[src/rtl/alu_pkg.sv]
// alu_pkg: shared definitions for the ALU arbiter slice.
//   - ALU_OP_* opcode constants (4-bit encoding understood by alu)
//   - arb_state_t: arbiter FSM state, also exported on a debug port
package alu_pkg;

  localparam int ALU_OP_W = 4;

  localparam logic [ALU_OP_W-1:0] ALU_OP_REG0 = 4'd0;
  localparam logic [ALU_OP_W-1:0] ALU_OP_REG1 = 4'd1;
  localparam logic [ALU_OP_W-1:0] ALU_OP_ADD  = 4'd2;
  localparam logic [ALU_OP_W-1:0] ALU_OP_SUB  = 4'd3;
  localparam logic [ALU_OP_W-1:0] ALU_OP_AND  = 4'd4;
  localparam logic [ALU_OP_W-1:0] ALU_OP_OR   = 4'd5;
  localparam logic [ALU_OP_W-1:0] ALU_OP_XOR  = 4'd6;
  localparam logic [ALU_OP_W-1:0] ALU_OP_NOT  = 4'd7;

  typedef enum logic [1:0] {
    ARB_IDLE = 2'd0,
    ARB_EXEC = 2'd1,
    ARB_RESP = 2'd2
  } arb_state_t;

endpackage

[src/rtl/alu_arbiter_if.sv]
// alu_arbiter_if: request/response channels of the two ALU requesters.
//
// Handshake rules (both request and response channels):
//   A transfer happens on a rising clk edge where valid && ready are both 1.
//   The source holds valid and payload stable until that edge; dropping
//   valid earlier withdraws the offer and nothing is transferred.
//
// Signals (per requester N = 0/1):
//   reqN_valid/reqN_ready/reqN_op/reqN_a/reqN_b  operation request channel
//   rspN_valid/rspN_ready                       result response channel
//   rsp_data                                    result, shared by both rsp channels
// Modports: slave = arbiter side, master = requester side.
interface alu_arbiter_if #(
  parameter int WORD_SIZE = 18
);
  logic                 req0_valid;
  logic                 req0_ready;
  logic [3:0]           req0_op;
  logic [WORD_SIZE-1:0] req0_a;
  logic [WORD_SIZE-1:0] req0_b;

  logic                 req1_valid;
  logic                 req1_ready;
  logic [3:0]           req1_op;
  logic [WORD_SIZE-1:0] req1_a;
  logic [WORD_SIZE-1:0] req1_b;

  logic                 rsp0_valid;
  logic                 rsp0_ready;
  logic                 rsp1_valid;
  logic                 rsp1_ready;
  logic [WORD_SIZE-1:0] rsp_data;

  modport slave (
    input  req0_valid, req0_op, req0_a, req0_b,
    input  req1_valid, req1_op, req1_a, req1_b,
    input  rsp0_ready, rsp1_ready,
    output req0_ready, req1_ready,
    output rsp0_valid, rsp1_valid, rsp_data
  );

  modport master (
    output req0_valid, req0_op, req0_a, req0_b,
    output req1_valid, req1_op, req1_a, req1_b,
    output rsp0_ready, rsp1_ready,
    input  req0_ready, req1_ready,
    input  rsp0_valid, rsp1_valid, rsp_data
  );

endinterface

[src/rtl/alu.sv]
// alu: purely combinational datapath.
//   op     in  4          ALU_OP_* opcode; 8..15 yield 0
//   r0     in  WORD_SIZE  first operand
//   r1     in  WORD_SIZE  second operand
//   result out WORD_SIZE  ADD/SUB wrap modulo 2^WORD_SIZE, no carry out
module alu
  import alu_pkg::*;
#(
  parameter int WORD_SIZE = 18
) (
  input  logic [ALU_OP_W-1:0]  op,
  input  logic [WORD_SIZE-1:0] r0,
  input  logic [WORD_SIZE-1:0] r1,
  output logic [WORD_SIZE-1:0] result
);

  always_comb begin
    result = '0;
    case (op)
      ALU_OP_REG0: result = r0;
      ALU_OP_REG1: result = r1;
      ALU_OP_ADD:  result = r0 + r1;
      ALU_OP_SUB:  result = r0 - r1;
      ALU_OP_AND:  result = r0 & r1;
      ALU_OP_OR:   result = r0 | r1;
      ALU_OP_XOR:  result = r0 ^ r1;
      ALU_OP_NOT:  result = ~r1;
      default:     result = '0;
    endcase
  end

endmodule

[src/rtl/alu_arbiter.sv]
// alu_arbiter: shares one alu between two requesters, one op in flight.
//   clk       in   system clock, rising edge
//   reset     in   asynchronous, active-high
//   bus       slave modport of alu_arbiter_if (two req/rsp channel pairs)
//   busy      out  high whenever the FSM is not idle
//   state_dbg out  current FSM state
//   prio_dbg  out  requester that wins when both request together
// Flow: IDLE (grant + latch operands) -> EXEC (capture alu result)
//       -> RESP (hold result until the owner takes it) -> IDLE.
module alu_arbiter
  import alu_pkg::*;
#(
  parameter int WORD_SIZE = 18
) (
  input  logic       clk,
  input  logic       reset,
  alu_arbiter_if.slave bus,
  output logic       busy,
  output arb_state_t state_dbg,
  output logic       prio_dbg
);

  arb_state_t state_q, state_d;

  logic                 prio_q;
  logic                 owner_q;
  logic [ALU_OP_W-1:0]  op_q;
  logic [WORD_SIZE-1:0] a_q;
  logic [WORD_SIZE-1:0] b_q;
  logic [WORD_SIZE-1:0] rsp_data_q;
  logic [WORD_SIZE-1:0] alu_result;

  logic win;        // 1 = requester 1 would be granted this cycle
  logic load_req;
  logic capture;
  logic rsp_done;
  logic req0_ready_c, req1_ready_c;
  logic rsp0_valid_c, rsp1_valid_c;

  alu #(.WORD_SIZE(WORD_SIZE)) u_alu (
    .op     (op_q),
    .r0     (a_q),
    .r1     (b_q),
    .result (alu_result)
  );

  // Requester 1 wins when it is alone, or when both ask and prio points at it.
  assign win = bus.req1_valid && (!bus.req0_valid || prio_q);

  always_ff @(posedge clk or posedge reset) begin
    if (reset) state_q <= ARB_IDLE;
    else       state_q <= state_d;
  end

  always_comb begin
    state_d      = state_q;
    load_req     = 1'b0;
    capture      = 1'b0;
    rsp_done     = 1'b0;
    req0_ready_c = 1'b0;
    req1_ready_c = 1'b0;
    rsp0_valid_c = 1'b0;
    rsp1_valid_c = 1'b0;
    case (state_q)
      ARB_IDLE: begin
        if (bus.req0_valid || bus.req1_valid) begin
          req0_ready_c = !win;
          req1_ready_c = win;
          load_req     = 1'b1;
          state_d      = ARB_EXEC;
        end
      end
      ARB_EXEC: begin
        capture = 1'b1;
        state_d = ARB_RESP;
      end
      ARB_RESP: begin
        rsp0_valid_c = !owner_q;
        rsp1_valid_c = owner_q;
        // Only the owner's ready matters; the other channel is ignored.
        if (owner_q ? bus.rsp1_ready : bus.rsp0_ready) begin
          rsp_done = 1'b1;
          state_d  = ARB_IDLE;
        end
      end
      default: state_d = ARB_IDLE;
    endcase
  end

  always_ff @(posedge clk or posedge reset) begin
    if (reset) begin
      prio_q     <= 1'b0;
      owner_q    <= 1'b0;
      op_q       <= '0;
      a_q        <= '0;
      b_q        <= '0;
      rsp_data_q <= '0;
    end else begin
      if (load_req) begin
        owner_q <= win;
        op_q    <= win ? bus.req1_op : bus.req0_op;
        a_q     <= win ? bus.req1_a  : bus.req0_a;
        b_q     <= win ? bus.req1_b  : bus.req0_b;
      end
      if (capture) rsp_data_q <= alu_result;
      // Fairness point: priority moves only when a response completes.
      if (rsp_done) prio_q <= ~owner_q;
    end
  end

  assign bus.req0_ready = req0_ready_c;
  assign bus.req1_ready = req1_ready_c;
  assign bus.rsp0_valid = rsp0_valid_c;
  assign bus.rsp1_valid = rsp1_valid_c;
  assign bus.rsp_data   = rsp_data_q;

  assign busy      = (state_q != ARB_IDLE);
  assign state_dbg = state_q;
  assign prio_dbg  = prio_q;

endmodule
[src/flat_wrapper.sv]
// flat-port wrapper written by rule: the top's interface ports become plain ports
module alu_arbiter_flat import alu_pkg::*;
#(
  parameter int WORD_SIZE = 18
)
  (clk, reset, busy, state_dbg, prio_dbg, bus_req0_valid, bus_req0_op, bus_req0_a, bus_req0_b, bus_req1_valid, bus_req1_op, bus_req1_a, bus_req1_b, bus_rsp0_ready, bus_rsp1_ready, bus_req0_ready, bus_req1_ready, bus_rsp0_valid, bus_rsp1_valid, bus_rsp_data);
  alu_arbiter_if #(.WORD_SIZE(WORD_SIZE)) bus_i ();
  input  logic clk;
  input  logic reset;
  output logic busy;
  output arb_state_t state_dbg;
  output logic prio_dbg;
  input wire logic [$bits(bus_i.req0_valid)-1:0] bus_req0_valid;
  input wire logic [$bits(bus_i.req0_op)-1:0] bus_req0_op;
  input wire logic [$bits(bus_i.req0_a)-1:0] bus_req0_a;
  input wire logic [$bits(bus_i.req0_b)-1:0] bus_req0_b;
  input wire logic [$bits(bus_i.req1_valid)-1:0] bus_req1_valid;
  input wire logic [$bits(bus_i.req1_op)-1:0] bus_req1_op;
  input wire logic [$bits(bus_i.req1_a)-1:0] bus_req1_a;
  input wire logic [$bits(bus_i.req1_b)-1:0] bus_req1_b;
  input wire logic [$bits(bus_i.rsp0_ready)-1:0] bus_rsp0_ready;
  input wire logic [$bits(bus_i.rsp1_ready)-1:0] bus_rsp1_ready;
  output wire logic [$bits(bus_i.req0_ready)-1:0] bus_req0_ready;
  output wire logic [$bits(bus_i.req1_ready)-1:0] bus_req1_ready;
  output wire logic [$bits(bus_i.rsp0_valid)-1:0] bus_rsp0_valid;
  output wire logic [$bits(bus_i.rsp1_valid)-1:0] bus_rsp1_valid;
  output wire logic [$bits(bus_i.rsp_data)-1:0] bus_rsp_data;
  assign bus_i.req0_valid = bus_req0_valid;
  assign bus_i.req0_op = bus_req0_op;
  assign bus_i.req0_a = bus_req0_a;
  assign bus_i.req0_b = bus_req0_b;
  assign bus_i.req1_valid = bus_req1_valid;
  assign bus_i.req1_op = bus_req1_op;
  assign bus_i.req1_a = bus_req1_a;
  assign bus_i.req1_b = bus_req1_b;
  assign bus_i.rsp0_ready = bus_rsp0_ready;
  assign bus_i.rsp1_ready = bus_rsp1_ready;
  assign bus_req0_ready = bus_i.req0_ready;
  assign bus_req1_ready = bus_i.req1_ready;
  assign bus_rsp0_valid = bus_i.rsp0_valid;
  assign bus_rsp1_valid = bus_i.rsp1_valid;
  assign bus_rsp_data = bus_i.rsp_data;
  alu_arbiter #(.WORD_SIZE(WORD_SIZE)) u_core (.clk(clk), .reset(reset), .bus(bus_i), .busy(busy), .state_dbg(state_dbg), .prio_dbg(prio_dbg));
endmodule
[config.mk]
export PLATFORM = sky130hd
export DESIGN_NAME = alu_arbiter_flat
export DESIGN_NICKNAME = d
export VERILOG_FILES = /design/src/rtl/alu_pkg.sv /design/src/rtl/alu_arbiter_if.sv /design/src/rtl/alu.sv /design/src/rtl/alu_arbiter.sv /design/src/flat_wrapper.sv
export SDC_FILE = /design/constraint.sdc
export NUM_CORES = 1
export LEC_CHECK = 0
export BUFFER_PORTS_ARGS = -buffer_cell sky130_fd_sc_hd__clkbuf_2
export CAP_MARGIN = 15
export CORE_ASPECT_RATIO = 1.4
export CORE_MARGIN = 10
export CORE_UTILIZATION = 35
export CTS_BUF_LIST = sky130_fd_sc_hd__clkbuf_8
export DETAILED_ROUTE_END_ITERATION = 8
export GPL_TIMING_DRIVEN = 1
export SYNTH_ARGS = -nofsm -noshare
export SYNTH_HDL_FRONTEND = slang
export SYNTH_HIERARCHICAL = 1
export SYNTH_SLANG_ARGS = --single-unit
[constraint.sdc]
create_clock -name clk -period 5 [get_ports clk]
set_clock_uncertainty 0.2 [all_clocks]
set_input_delay 1.25 -clock clk [delete_from_list [all_inputs] [get_ports clk]]
set_output_delay 1.25 -clock clk [all_outputs]
set_load 0.05 [all_outputs]
# == Word-level counts from Yosys, hierarchy flattened ==
# Cells that the tools add are included.
# classes
addsub,2
eq_ne,11
bitwise_logic,5
n_mux,19
n_reduce_logical,10
# op_table
cell,n
18-bit one-hot mux with 8 select lines,1
18-bit 2-to-1 mux,2
18-bit adder,1
18-bit AND,1
18-bit NOT,1
18-bit bitwise OR,1
18-bit subtractor,1
18-bit bitwise XOR,1
"4-bit by 3-bit equality test with 1-bit output, second input constant",4
1-bit 2-to-1 mux,12
"4-bit by 2-bit equality test with 1-bit output, second input constant",2
2-bit one-hot mux with 3 select lines,1
"4-bit by 1-bit equality test with 1-bit output, second input constant",1
4-bit zero test,1
2-bit 2-to-1 mux,2
4-bit 2-to-1 mux,1
"2-bit by 1-bit inequality test with 1-bit output, second input constant",2
1-bit zero test,3
"2-bit by 1-bit equality test with 1-bit output, second input constant",1
"2-bit equality test, second input constant",1
2-bit zero test,1
1-bit logical OR,2
2-bit AND reduction,1
2-bit nonzero test,1
other kinds (2),2
# totals
word_cells,54
regBits,62
inputBits,86
out_inout_bits,26

# == Longest topological paths before layout ==
# logic_depth
depth_word,6
ltp_mapped,15
mapped_depth_nobuf,13

# == By module ==
# Netlist, hierarchy kept.
# by_module_without_submodules
module,cells_per_inst,seq_area_each_um2,instances,area_each_um2
alu_arbiter,241,1551.5,1,2781.4
alu,376,0.0,1,2587.5

# == Worst setup path before layout ==
# Ideal clock, no wire load.
# synth_path
path_kind,reg2reg
start,register u_core.op_q[3]
end,register u_core.rsp_data_q[17] (netlist: u_core/bus.rsp_data[17])
t_required_ns,4.675
arrival_time_ns,3.627
path_stages_with_launch,15
n_path_buf,3
synth_period_minus_slack_ns,3.952
slack_ns,1.048
setup_ns,0.125
path_cell_list,dfrtp_1 clkbuf_1 nor3b_1 nand2_1 clkbuf_1 o21ai_0 xnor2_1 ha_1 clkbuf_1 o211a_1 o21ai_0 o311ai_1 a2111o_1 nand3_1 mux2_2
# synth_between
elab_chain_len,2
elab_cells_between_ends,9
cone_classes,eq/ne: 7; mux: 1; reduce/logical: 1
# synth_rtl
item,line,rtl
start: declaration,alu_arbiter.sv:27,logic [ALU_OP_W-1:0] op_q;
start signal: assignment,alu_arbiter.sv:101,op_q <= win ? bus.req1_op : bus.req0_op;
"4-bit by 3-bit equality test with 1-bit output, or another cell as far along",alu.sv:19,case (op)
18-bit one-hot mux with 8 select lines (*),alu.sv:19,
named net u_core.alu_result[17],alu_arbiter.sv:31,logic [WORD_SIZE-1:0] alu_result;
end signal: assignment,alu_arbiter.sv:105,if (capture) rsp_data_q <= alu_result;
end: declaration,alu_arbiter.sv:30,logic [WORD_SIZE-1:0] rsp_data_q;
# Mark *: on every way through the listed nets, which the timed path passes. The rest lies on a longest branch.
# A chain may end at the register's enable or synchronous reset.

# == Final worst setup path ==
# layout_path
start,register u_core.op_q[1]
end,register u_core.rsp_data_q[14] (netlist: u_core/bus.rsp_data[14])
# The elaborated chain is that of the path after synthesis.

==> impl_metrics.csv <==
group,metric,value,unit
run_status,status,"finished, final reports clean",
route,routed-via-count,5207,
logic_synthesis,synth_warnings,6,
layout,layout_commonest_cell,"clkbuf_2",
floorplan,die_height,167,um
setup_path,start_kind,"flop",
pwr,ir_worst_vdd,0.351,mV
cts,cts_buffers,9,
pwr,power_frac_comb,0.687,
logic_synthesis,yosysTopAreaCellShare,0.289,
floorplan,core-area,15100,um^2
hold_path,hold_class,"flop to flop",
setup_path,r2r-end,"u_core/bus.rsp_data[14]",
setup_path,cpPeakStageDelay,0.56,ns
pwr,clkPwrFrac,0.096,
sta,slew_viol_final,0,
route,wirelength,17.0,mm
global_routing,grt_usage,0.162,
layout,final_cell_mix,"clkbuf_2, dfrtp_1, ha_1",
logic_synthesis,syn_avg_cell_area,8.70,um^2
place,dp_cells,895,
cts,h-tree-depth,3,
setup_path,cp_max_fo,9,
sta,slew_headroom,0.283,
layout,layout.cells.non_filler,911,
logic_synthesis,synth_edf_count,0,
floorplan,start_util,0.357,
sta,hold_violations,0,
setup_path,crit_path_cell_trace,"nor3b_1 -> buf_4 -> and2_0 -> nor2_1 -> xnor2_1 -> ha_1 -> nor2b_1 -> o21a_1 -> o21ai_0 -> a2111oi_0 -> o21a_1 -> o31ai_1 -> mux2_2",
setup_path,startpoint,"u_core/op_q[1]",
floorplan,ios,112,
cts,clk_pin_slew,0.07,ns
logic_synthesis,synthTopCellsByArea,"dfrtp_1, ha_1, a21oi_1",
cts,cts_setup_buffers,0,
floorplan,die_x,125,um
setup_path,cp_slowest_cell,"dfrtp_1",
floorplan,rows,53,
logic_synthesis,synthXorXnorAreaFrac,0.0392,
cts,cts_tree,"built",
route,drtIter0Drc,241,
sta,rsz0062_at_grt,"false",
logic_synthesis,yosys.area.top_type,"dfrtp_1",
logic_synthesis,async_flop_share,1.00,
layout,area_delta_synth_final,18.1,%
pwr,swShare,0.524,
sta,fin_crit,4.08,ns
setup_path,rr_worst_depth,13,
logic_synthesis,yosysUniqueCellTypes,64,
logic_synthesis,synthAdderAreaFrac,0.130,
hold_path,worstHoldStart,"u_core/bus.rsp_data[8]",
route,via_per_inst,5.72,
global_routing,grt_first_pass_wirelength,28.0,mm
setup_path,cpMostUsedCell,"o21a_1",
pwr,p_int,2480,uW
setup_path,cp-end-kind,"flop",
floorplan,die-area,20800,um^2
global_routing,grt_max_degree,42,
sta,finalCritPeriodShare,0.817,
pwr,powerDensity,821,nW/um^2
layout,layout.nets,855,
sta,setup-tns-final,0,ns
route,wl_per_cell,18.7,um
global_routing,grt_pass1_vias,5358,
route,route.detailed.drc,0,
cts,holdBufCountCts,0,
logic_synthesis,synth.area.mux_share,0.0399,
route,antenna_left,0,
cts,cts_buffer_depth,2,
pwr,seqPwrFrac,0.216,
job,cap_viol_max_count,0,
sta,setup-violations-final,0,
cts,clock_latency,0.36,ns
place,place_hpwl,13.4,mm
logic_synthesis,syn_inst,617,
cts,clock_tree.root_cell,"clkbuf_8",
layout,final_core_util,0.421,
logic_synthesis,seq_area_frac_synth,0.289,
logic_synthesis,synth-main-ff-cell,"dfrtp_1",
pwr,switching_power,2720,uW
global_routing,antenna_found_initial,0,
cts,ctsResizeCount,0,
sta,worst_slew_pin_slew,1.08,ns
place,port_buffers,111,
setup_path,worstPathArrival,4.12,ns
pwr,leakage,0.00296,uW
setup_path,worstSetupPathType,"flop to flop",
layout,n_antenna_cell,0,
logic_synthesis,synthSimpleGateAreaFrac,0.134,
setup_path,regToRegSetupSlack,0.92,ns
sta,max_freq,0.245,GHz
global_routing,overflow,0,
cts,clkSinkCount,62,
place,gp_congestion,0.928,
logic_synthesis,synth_compound_area_frac,0.301,
logic_synthesis,synth_top_family_by_area,"compound AO/OA/AOI/OAI gates",
logic_synthesis,synth_seq_cells,62,
logic_synthesis,synth_nets,758,
setup_path,required,5.04,ns
layout,drive_above_1_share,0.243,
logic_synthesis,syn_area,5370,um^2
route,dr.pass1.iters,4,
setup_path,cp-endpoint,"u_core/bus.rsp_data[14]",
setup_path,timing.rr.start,"u_core/op_q[1]",
==> power by group through the flow <==
| stage | logic [uW] | clock network [uW] | registers, uW |
|---|---|---|---|
| after global placement | 3480 | 0 | 1120 |
| after CTS | 3570 | 520 | 1130 |
| after detailed placement | 3550 | 0 | 1130 |
| after global routing | 3990 | 542 | 1170 |
| after floorplan | 2530 | 0 | 1220 |
| final | 3580 | 502 | 1120 |
==> worst min-delay path by stage <==
| stage | end | depth (start not counted) |
|---|---|---|
| after floorplan | u_core/op_q[1] | 2 |
| after global placement | u_core/bus.rsp_data[1] | 1 |
| after detailed placement | u_core/bus.rsp_data[8] | 1 |
| after CTS | u_core/bus.rsp_data[8] | 1 |
| after global routing | u_core/bus.rsp_data[16] | 1 |
| final | u_core/bus.rsp_data[8] | 1 |
==> area by class of cell <==
| type | instances | area (um^2) |
|---|---|---|
| Multi-Input combinational cell | 469 | 3480 |
| Fill cell | 1527 | 8710 |
| Tap cell | 192 | 240 |
| Clock buffer | 10 | 138 |
| Inverter | 46 | 173 |
| Timing Repair Buffer | 126 | 668 |
| Clock inverter | 6 | 86.3 |
| Sequential cell | 62 | 1550 |
==> logic make-up after synthesis <==
group	count (synthesis)
adder cells (fa/ha/maj)	55
AO/OA/AOI/OAI	233
XOR/XNOR	24
buffers and inverters	86
flip-flops	62
multiplexers	19
AND/OR/NAND/NOR	138
==> cell usage after synthesis (2+ instances only) <==
library cell  count
nand2_1          36
o221ai_1          2
and3_1            2
a21o_1            8
nor3_1            8
o21ai_0          40
buf_6             4
a221o_1          23
nor2_1           31
xor2_1            3
nor2b_1           2
clkbuf_1         28
a221oi_1         16
xnor2_1          21
nand2b_1          7
o21a_1            6
or2_2             2
nor4_1            2
buf_2             8
a211oi_1          3
a2111oi_0         2
o211ai_1         16
nand4_1           3
a211o_1           2
inv_1            45
o21bai_1          2
nor3b_1           2
ha_1             54
nand3_1          27
dfrtp_1          62
a31oi_1          22
a21oi_1          48
a21boi_0         23
mux2_2           19
o31ai_1           9
==> metrics by stage <==
step           instance area [um^2]  power (uW)  hold WS [ns]  worst slack [ns]
4_1_cts                        6340        5210         0.310             0.942
3_3_place_gp                   6120        4590         0.291              1.00
2_1_floorplan                  5370        3750         0.310              1.05
6_report                       6340        5200         0.304             0.917
3_5_place_dp                   6120        4680         0.294             0.970
5_1_grt                        6340        5710         0.334             0.578
==> routing by layer <==
layer  GRT usage  vias to the layer above  part of all wire
met5           0                        -                 0
met4      0.0549                        0             0.017
met3      0.0391                       14             0.051
met2       0.276                      143              0.51
met1       0.193                     2553              0.43
li1            -                     2497                 -
==> worst max-delay path, delay by kind of cell (launching register included) <==
kind                       cells  cell delay, ns
muxes                          1            0.28
DFF                            1            0.56
xor gates and xnor gates       1            0.14
buffers and inverters          1            0.24
and+or+nand+nor                4            1.05
AOI/OAI and AO/OA              5            1.14
adders and majority gates      1            0.35
==> registers in the layout, indices dropped and copies added, names as in the netlist <==
name,cells
u_core/a_q,18
u_core/b_q,18
u_core/bus.rsp_data,18
u_core/op_q,4
u_core/state_dbg,2
u_core/owner_q,1
u_core/prio_dbg,1
Note: power is estimated with default switching activity, not from simulation.
